===== config.mk =====
export PLATFORM = sky130hd
export DESIGN_NAME = demux_1to2_flat
export DESIGN_NICKNAME = d
export VERILOG_FILES = /design/src/rtl/demux_1to2_if.sv /design/src/rtl/demux_1to2.sv /design/src/flat_wrapper.sv
export SDC_FILE = /design/constraint.sdc
export NUM_CORES = 1
export LEC_CHECK = 0
export ABC_CLOCK_PERIOD_IN_PS = 3000
export BUFFER_PORTS_ARGS = -buffer_cell sky130_fd_sc_hd__buf_2
export CAP_MARGIN = 20
export CORE_ASPECT_RATIO = 1.2
export CORE_UTILIZATION = 51
export CTS_BUF_LIST = sky130_fd_sc_hd__clkbuf_8 sky130_fd_sc_hd__clkbuf_16
export CTS_CLUSTER_SIZE = 12
export DETAILED_ROUTE_END_ITERATION = 6
export PLACE_DENSITY = 0.83
export RECOVER_POWER = 100
export SKIP_LAST_GASP = 1
export SYNTH_ARGS = -nofsm -noshare
export SYNTH_HDL_FRONTEND = slang
export SYNTH_SLANG_ARGS = --single-unit

===== constraint.sdc =====
create_clock -name clk -period 3 [get_ports clk]
set_clock_uncertainty 0.05 [all_clocks]
set_input_delay 0.3 -clock clk [delete_from_list [all_inputs] [get_ports clk]]
set_output_delay 0.3 -clock clk [all_outputs]
set_load 0.005 [all_outputs]

===== src/rtl/demux_1to2_if.sv =====
// demux_1to2_if: stream bundle for the 1:2 demultiplexer.
// One valid/ready input stream with a destination select, and two
// valid/ready output streams. The slave modport is the demux side.
// Optional per-channel accept counters exist when DEMUX_1TO2_COUNT_EN is defined.
interface demux_1to2_if #(
  parameter int unsigned WIDTH = 32
);
  localparam int unsigned CNT_W = 16;

  logic             in_valid;
  logic             in_ready;
  logic             in_sel;
  logic [WIDTH-1:0] in_data;
  logic             out0_valid;
  logic             out0_ready;
  logic [WIDTH-1:0] out0_data;
  logic             out1_valid;
  logic             out1_ready;
  logic [WIDTH-1:0] out1_data;
`ifdef DEMUX_1TO2_COUNT_EN
  logic [CNT_W-1:0] cnt0;
  logic [CNT_W-1:0] cnt1;
`endif

  modport slave (
    input  in_valid, in_sel, in_data, out0_ready, out1_ready,
    output in_ready, out0_valid, out0_data, out1_valid, out1_data
`ifdef DEMUX_1TO2_COUNT_EN
    , output cnt0, cnt1
`endif
  );

  modport master (
    output in_valid, in_sel, in_data, out0_ready, out1_ready,
    input  in_ready, out0_valid, out0_data, out1_valid, out1_data
`ifdef DEMUX_1TO2_COUNT_EN
    , input cnt0, cnt1
`endif
  );
endinterface


===== src/rtl/demux_1to2.sv =====
// demux_1to2: registered 1:2 stream demultiplexer.
// Each output channel has a one-entry holding register; a transfer accepted
// at one edge is presented the following cycle. A blocked input stalls all
// traffic (head-of-line blocking). Define DEMUX_1TO2_COUNT_EN to add
// 16-bit wrapping per-channel accept counters (cnt0/cnt1).
module demux_1to2 #(
  parameter int unsigned WIDTH = 32
) (
  input logic          clk,
  input logic          rst_n,
  demux_1to2_if.slave  bus
);
  localparam int unsigned CNT_W = 16;

  logic             full0;
  logic             full1;
  logic [WIDTH-1:0] data0;
  logic [WIDTH-1:0] data1;
  logic             in_ready_c;
  logic             acc0;
  logic             acc1;
  logic             drain0;
  logic             drain1;

  // Input ready looks only at the selected channel; the selected channel can
  // take a new beat if it is empty or is draining this cycle.
  always_comb begin
    in_ready_c = 1'b0;
    acc0       = 1'b0;
    acc1       = 1'b0;
    drain0     = full0 & bus.out0_ready;
    drain1     = full1 & bus.out1_ready;
    if (bus.in_sel) begin
      in_ready_c = !full1 | bus.out1_ready;
    end else begin
      in_ready_c = !full0 | bus.out0_ready;
    end
    acc0 = bus.in_valid & in_ready_c & !bus.in_sel;
    acc1 = bus.in_valid & in_ready_c &  bus.in_sel;
  end

  // Holding registers: load on accept, clear full on drain unless reloaded.
  always_ff @(posedge clk) begin
    if (!rst_n) begin
      full0 <= 1'b0;
      full1 <= 1'b0;
      data0 <= '0;
      data1 <= '0;
    end else begin
      if (acc0) begin
        data0 <= bus.in_data;
        full0 <= 1'b1;
      end else if (drain0) begin
        full0 <= 1'b0;
      end
      if (acc1) begin
        data1 <= bus.in_data;
        full1 <= 1'b1;
      end else if (drain1) begin
        full1 <= 1'b0;
      end
    end
  end

  assign bus.in_ready   = in_ready_c;
  assign bus.out0_valid = full0;
  assign bus.out0_data  = data0;
  assign bus.out1_valid = full1;
  assign bus.out1_data  = data1;

`ifdef DEMUX_1TO2_COUNT_EN
  logic [CNT_W-1:0] cnt0_q;
  logic [CNT_W-1:0] cnt1_q;

  // Per-channel accept counters, wrapping at 16 bits.
  always_ff @(posedge clk) begin
    if (!rst_n) begin
      cnt0_q <= '0;
      cnt1_q <= '0;
    end else begin
      if (acc0) cnt0_q <= cnt0_q + CNT_W'(1);
      if (acc1) cnt1_q <= cnt1_q + CNT_W'(1);
    end
  end

  assign bus.cnt0 = cnt0_q;
  assign bus.cnt1 = cnt1_q;
`endif

endmodule


===== src/flat_wrapper.sv =====
// flat-port wrapper written by rule: the top's interface ports become plain ports
module demux_1to2_flat 
#(
  parameter int unsigned WIDTH = 32
)
  (clk, rst_n, bus_in_valid, bus_in_sel, bus_in_data, bus_out0_ready, bus_out1_ready, bus_in_ready, bus_out0_valid, bus_out0_data, bus_out1_valid, bus_out1_data);
  demux_1to2_if #(.WIDTH(WIDTH)) bus_i ();
  input logic clk;
  input logic rst_n;
  input wire logic [$bits(bus_i.in_valid)-1:0] bus_in_valid;
  input wire logic [$bits(bus_i.in_sel)-1:0] bus_in_sel;
  input wire logic [$bits(bus_i.in_data)-1:0] bus_in_data;
  input wire logic [$bits(bus_i.out0_ready)-1:0] bus_out0_ready;
  input wire logic [$bits(bus_i.out1_ready)-1:0] bus_out1_ready;
  output wire logic [$bits(bus_i.in_ready)-1:0] bus_in_ready;
  output wire logic [$bits(bus_i.out0_valid)-1:0] bus_out0_valid;
  output wire logic [$bits(bus_i.out0_data)-1:0] bus_out0_data;
  output wire logic [$bits(bus_i.out1_valid)-1:0] bus_out1_valid;
  output wire logic [$bits(bus_i.out1_data)-1:0] bus_out1_data;
  assign bus_i.in_valid = bus_in_valid;
  assign bus_i.in_sel = bus_in_sel;
  assign bus_i.in_data = bus_in_data;
  assign bus_i.out0_ready = bus_out0_ready;
  assign bus_i.out1_ready = bus_out1_ready;
  assign bus_in_ready = bus_i.in_ready;
  assign bus_out0_valid = bus_i.out0_valid;
  assign bus_out0_data = bus_i.out0_data;
  assign bus_out1_valid = bus_i.out1_valid;
  assign bus_out1_data = bus_i.out1_data;
  demux_1to2 #(.WIDTH(WIDTH)) u_core (.clk(clk), .rst_n(rst_n), .bus(bus_i));
endmodule

==> run_results.csv, run 1 <==
group,metric,value,unit
grt,grt_pass1_vias,1835,
placement,numPortBuffers,104,
yosys,yosys.cell_count.top_type,"nand2_1",
flow_run,drv_cap,0,
yosys,yosys.area.top_type_share,0.515,
layout,final_util,0.669,
worst_setup_path,cp-end-kind,"output pin",
yosys,syn_inst,253,
worst_setup_path,reg2reg_to,"u_core.bus.out1_data[24]",
layout,diodes,0,
placement,gp_congestion,0.750,
power_and_ir_drop,switching_share,0.246,
worst_setup_path,path_depth,3,
drt,route.detailed.wl_per_inst,12.6,µm
power_and_ir_drop,p_total,1.75,mW
yosys,synth_edf_count,0,
clocking,clkTransAtPathRegs,0.07,ns
worst_setup_path,crit_path_top_delay_cell,"nor2b_1",
clocking,cts_setup_buffers,0,
power_and_ir_drop,power_frac_comb,0.109,
power_and_ir_drop,power_density,558,mW/mm²
yosys,yosys.area.top_type,"dfxtp_1",
drt,postRouteAntennaNets,0,
floorplan,fp.dieW,66.8,µm
timing,slew_headroom,0.467,
placement,dp_slack,1.34,ns
clocking,htreeDepth,3,
drt,first_pass_iters,4,
placement,hpwl,3.55,mm
worst_setup_path,cp-endpoint,"bus_in_ready",
drt,via_count,2014,
yosys,ys_warn_count,0,
floorplan,core_area,0.00470,mm²
layout,drive_gt1_frac,0.250,
yosys,synthArstFlopShare,0,
clocking,post_cts_resized,0,
power_and_ir_drop,vdd_ir_drop_max,0.357,mV
grt,grt_max_degree,51,
timing,finalHoldViolCount,0,
worst_setup_path,worst_ep_arrival_time,1.39,ns
min_path,hold_path.class,"in -> reg",
grt,grt-ovfl-total,0,
drt,wl,5.20,mm
drt,met3_length,234,µm
worst_setup_path,worstReg2RegStart,"u_core.bus.out1_valid",
floorplan,initial_core_util,0.546,
outcome,status,"completed",
grt,grtUsageTotal,0.197,
worst_setup_path,cp_max_fo,3,
drt,vias_per_cell,4.86,
clocking,cts_hold_buf,0,
layout,postLayoutCellArea,0.00314,mm²
layout,multi_input_area,0.00108,mm²
worst_setup_path,reg2reg_slack,1.44,ns
drt,drt-met1-wl,2.22,mm
timing,maxSlewViolCount,0,
yosys,synthesis.area,0.00257,mm²
worst_setup_path,required,2.65,ns
grt,antenna_found_initial,0,
worst_setup_path,path_buf_inv,1,
yosys,avgSynthCellArea,10.1,µm²
timing,worst_slack,1.26,ns
power_and_ir_drop,p_switching,431,µW
worst_setup_path,rr_worst_depth,3,
clocking,clock-sinks,66,
yosys,yosys_most_used_dff,"dfxtp_1",
power_and_ir_drop,p_leak,1.56,nW
floorplan,boundaryPins,105,
power_and_ir_drop,p_int,1.32,mW
yosys,netlist_top_cells_count,"nand2_1, dfxtp_1, mux2i_1",
placement,placed_cell_area,0.00303,mm²
worst_setup_path,cp_top_family,"simple AND/OR/NAND/NOR gates",
drt,initialDrtViolationCount,93,
layout,nets,389,
timing,tightest_slew,0.800,ns
timing,max_freq,0.576,GHz
drt,top_layer_used,"met4",
drt,drc_errors,0,
yosys,synth_cell_types,17,
yosys,synth_area_leaders,"dfxtp_1, mux2i_1, nand2_1",
timing,finalCritPeriodShare,0.579,
power_and_ir_drop,seqPwrFrac,0.540,
timing,rsz0062_at_grt,"no",
clocking,numCtsBuffers,9,
layout,nFillCells,403,
power_and_ir_drop,power_frac_clock,0.351,
timing,period_needed,1.74,ns
drt,wl_met2,2.66,mm
worst_setup_path,worstSetupStartpoint,"u_core.bus.out1_valid",
clocking,cts_root_buf,"clkbuf_8",
clocking,tritoncts,"yes",
layout,regArea,0.00132,mm²
yosys,mappedNetlistNets,291,
timing,finalSetupViolations,0,
yosys,ys_ff_latch,66,
worst_setup_path,critPathKind,"reg -> out",
clocking,clk_path_buf_depth,2,
timing,tns,0,ns
floorplan,num_rows,27,
floorplan,dieArea,0.00532,mm²
floorplan,die_height,79.7,µm
worst_setup_path,cp_cell_sequence,"nor2b_1, a21oi_1, clkbuf_1",
grt,grt_first_pass_wirelength,7.91,mm
yosys,seq_area_frac_synth,0.515,
worst_setup_path,crit_path_start_kind,"flip-flop",
clocking,clk_latency,0.32,ns
worst_setup_path,slowest_delay,0.46,ns
layout,syn_to_final_growth,22.4,%
==> how the worst min path moves through the flow <==
| stage | from | to | slack [ns] | cells after the start |
|---|---|---|---|---|
| floorplan | u_core.bus.out1_data[0] | u_core.bus.out1_data[0] | 0.40 | 2 |
| global placement | u_core.bus.out1_data[1] | u_core.bus.out1_data[1] | 0.39 | 2 |
| detailed placement | u_core.bus.out1_data[22] | u_core.bus.out1_data[22] | 0.40 | 2 |
| CTS | bus_in_data[19] | u_core.bus.out1_data[19] | 0.19 | 3 |
| global route | bus_in_data[13] | u_core.bus.out0_data[13] | 0.19 | 3 |
| finish | bus_in_data[7] | u_core.bus.out1_data[7] | 0.20 | 3 |
==> flip-flops by register name, indices dropped and copies added, names as in the netlist <==
name,count
u_core.bus.out0_data,32
u_core.bus.out0_valid,1
u_core.bus.out1_data,32
u_core.bus.out1_valid,1
==> cell families (layout without fill, tap and decap cells) <==
family | Yosys count | count (layout) | share of synthesized area
simple gates | 102 | 102 | 0.171
flops | 66 | 66 | 0.515
mux | 64 | 64 | 0.250
buf+inv | 18 | 121 | 0.0570
compound gates | 3 | 3 | 0.00780
==> placed cells by master (no fill, tap or decap), drive strengths merged <==
cell    Yosys  layout
clkinv      0       3
nand3b      1       1
buf        15      73
nand2      97      97
nor2        2       2
inv         0       3
clkbuf      3      42
a21oi       1       1
nor2b       1       1
a21boi      1       1
dfxtp      66      66
o21a        1       1
nand2b      1       1
mux2i      64      64
==> final cells by class <==
type,count,share of cell area
repair buffers,105,0.159
multi-input cells,169,0.345
well taps,58,0.0231
clock inverters,6,0.00836
clock buffers,10,0.0438
flip-flops and latches,66,0.421
==> metrics by stage <==
stage	hold WS [ns]	instances
3_3_place_gp	0.389	398
5_1_grt	0.191	414
4_1_cts	0.185	414
2_1_floorplan	0.401	253
3_5_place_dp	0.397	398
6_report	0.196	414
==> routing by layer <==
metal / up-vias / GRT usage
met3: 9 / 0.0414
met5: - / 0
met2: 53 / 0.355
met4: 0 / 0.0979
li1: 1016 / -
met1: 936 / 0.213
==> power groups by stage <==
stage / registers [mW] / logic, mW / clock network [mW]
2_1_floorplan: 0.969 / 0.120 / 0
6_report: 0.946 / 0.192 / 0.616
5_1_grt: 0.950 / 0.212 / 0.670
3_3_place_gp: 0.964 / 0.196 / 0
4_1_cts: 0.946 / 0.202 / 0.627
3_5_place_dp: 0.964 / 0.201 / 0
==> tightest hold or removal path: cells and delay by family <==
family	cells	cell delay, ns
buffers and inverters	1	0.09
and+or+nand+nor	1	0.06
muxes	1	0.06
Power figures use the tool's default switching activity.
==> run 2: changes to the inputs <==
- ABC_AREA: default -> 1
- ABC_CLOCK_PERIOD_IN_PS: 3000 -> 1700
- PLACE_DENSITY: 0.83 -> 0.79
- clock period: 3 -> 1.7 ns (I/O delays scaled with it)
==> run_results.csv, run 2 <==
group,metric,value,unit
power_and_ir_drop,power_density,851,mW/mm²
layout,final_common_cell,"inv_1",
worst_setup_path,required,1.48,ns
floorplan,fp.dieW,76.1,µm
clocking,tritoncts,"yes",
yosys,synth_cell_types,16,
layout,diodes,0,
drt,via_count,3294,
yosys,netlist_top_cells_count,"inv_1, nand2_1, dfxtp_1",
clocking,htreeDepth,3,
yosys,ys_warn_count,0,
clocking,clock-sinks,66,
drt,initialDrtViolationCount,149,
clocking,clkTransAtPathRegs,0.07,ns
yosys,avgSynthCellArea,6.35,µm²
yosys,synthArstFlopShare,0,
clocking,cts_root_buf,"clkbuf_8",
timing,worst_slack,0.234,ns
placement,place_inst,698,
yosys,ys_ff_latch,66,
grt,grt_first_pass_wirelength,13.3,mm
drt,postRouteAntennaNets,0,
grt,antenna_found_initial,0,
worst_setup_path,cp_max_fo,12,
min_path,hold_path.class,"in -> reg",
clocking,clk_path_buf_depth,2,
outcome,status,"completed",
yosys,seq_area_frac_synth,0.393,
layout,syn_to_final_growth,18.8,%
yosys,syn_inst,530,
floorplan,die_height,91.0,µm
timing,slew_headroom,0.711,
yosys,synth_area_leaders,"dfxtp_1, inv_1, nand2_1",
flow_run,drv_cap,0,
worst_setup_path,worst_ep_arrival_time,1.25,ns
yosys,yosys.area.top_type,"dfxtp_1",
yosys,yosys.cell_count.top_type,"inv_1",
yosys,synth_edf_count,0,
timing,finalCritPeriodShare,0.862,
grt,grt_max_degree,34,
power_and_ir_drop,p_leak,2.43,nW
clocking,clk_latency,0.33,ns
yosys,synthesis.area,0.00336,mm²
timing,period_needed,1.47,ns
grt,grt_pass1_vias,3020,
timing,tns,0,ns
timing,finalSetupViolations,0,
layout,layout.cells.non_filler,713,
clocking,cts_hold_buf,0,
clocking,numCtsBuffers,9,
layout,final_util,0.624,
timing,whs,0.122,ns
placement,dp_slack,0.321,ns
grt,grt-ovfl-total,0,
worst_setup_path,crit_path_start_kind,"flip-flop",
timing,finalHoldViolCount,0,
layout,final_cell_mix,"inv_1, nand2_1, buf_2",
yosys,yosys_most_used_dff,"dfxtp_1",
timing,max_freq,0.682,GHz
floorplan,initial_core_util,0.525,
floorplan,core_area,0.00641,mm²
drt,route.detailed.wl_per_inst,10.9,µm
yosys,yosys.area.top_type_share,0.393,
floorplan,boundaryPins,105,
drt,wl,7.79,mm
floorplan,dieArea,0.00692,mm²
drt,vias_per_cell,4.62,
timing,rsz0062_at_grt,"no",
placement,hpwl,5.54,mm
clocking,cts_setup_buffers,0,
timing,tightest_slew,0.433,ns
power_and_ir_drop,vdd_ir_drop_max,0.611,mV
drt,drc_errors,0,
worst_setup_path,cp-end-kind,"output pin",
grt,grtUsageTotal,0.242,
drt,first_pass_iters,4,
worst_setup_path,critPathKind,"reg -> out",
placement,gp_congestion,0.813,
placement,numPortBuffers,104,
yosys,mappedNetlistNets,568,
timing,maxSlewViolCount,0,
layout,drive_gt1_frac,0.175,
layout,nets,662,
floorplan,num_rows,32,
clocking,post_cts_resized,0,
run 2: power breakdown:
| group | leakage, nW | internal, mW | switching, mW |
|---|---|---|---|
| Clock | 0.0910 | 0.500 | 0.573 |
| Combinational | 1.79 | 0.251 | 0.364 |
| Sequential | 0.545 | 1.66 | 0.0574 |
| Total | 2.43 | 2.41 | 0.994 |
run 2: metrics by stage:
stage | area [µm²] | power [mW]
5_1_grt | 4000 | 3.62
3_3_place_gp | 3880 | 2.36
3_5_place_dp | 3880 | 2.37
6_report | 4000 | 3.40
2_1_floorplan | 3360 | 2.16
4_1_cts | 4040 | 3.45
run 2: logic make-up after synthesis:
group / count (synthesis) / synth area share
and+or+nand+nor: 265 / 0.351
buffers and inverters: 198 / 0.254
DFF: 66 / 0.393
AOI/OAI and AO/OA: 1 / 0.00186
run 2: layout make-up:
type | count | area (µm²)
Sequential cell | 66 | 1320
Fill cell | 631 | 2410
Inverter | 165 | 622
Tap cell | 85 | 106
Timing Repair Buffer | 116 | 617
Clock inverter | 6 | 27.5
Clock buffer | 9 | 124
Multi-Input combinational cell | 266 | 1180
run 2: critical path, cell delays in order, from the launching register on:
cell and delay (ns):
dfxtp_1 0.32, nand2_2 0.23, nor2_1 0.07, a31oi_1 0.15, clkbuf_2 0.13
run 2: worst paths after layout:
check        slack (ns)  cells after the start                        to                     from
max reg2reg        0.27                      6   u_core.bus.out1_data[8]    u_core.bus.out1_valid
max                0.23                      4              bus_in_ready    u_core.bus.out0_valid
min                0.12                      5  u_core.bus.out1_data[22]          bus_in_data[22]
min reg2reg        0.45                      4   u_core.bus.out1_data[9]  u_core.bus.out1_data[9]
run 2: routing by layer:
metal | global-route usage | up-vias | part of all wire
li1 | - | 1724 | -
met1 | 0.282 | 1445 | 0.43
met2 | 0.419 | 112 | 0.48
met3 | 0.0583 | 13 | 0.067
met4 | 0.107 | 0 | 0.017
met5 | 0 | - | 0
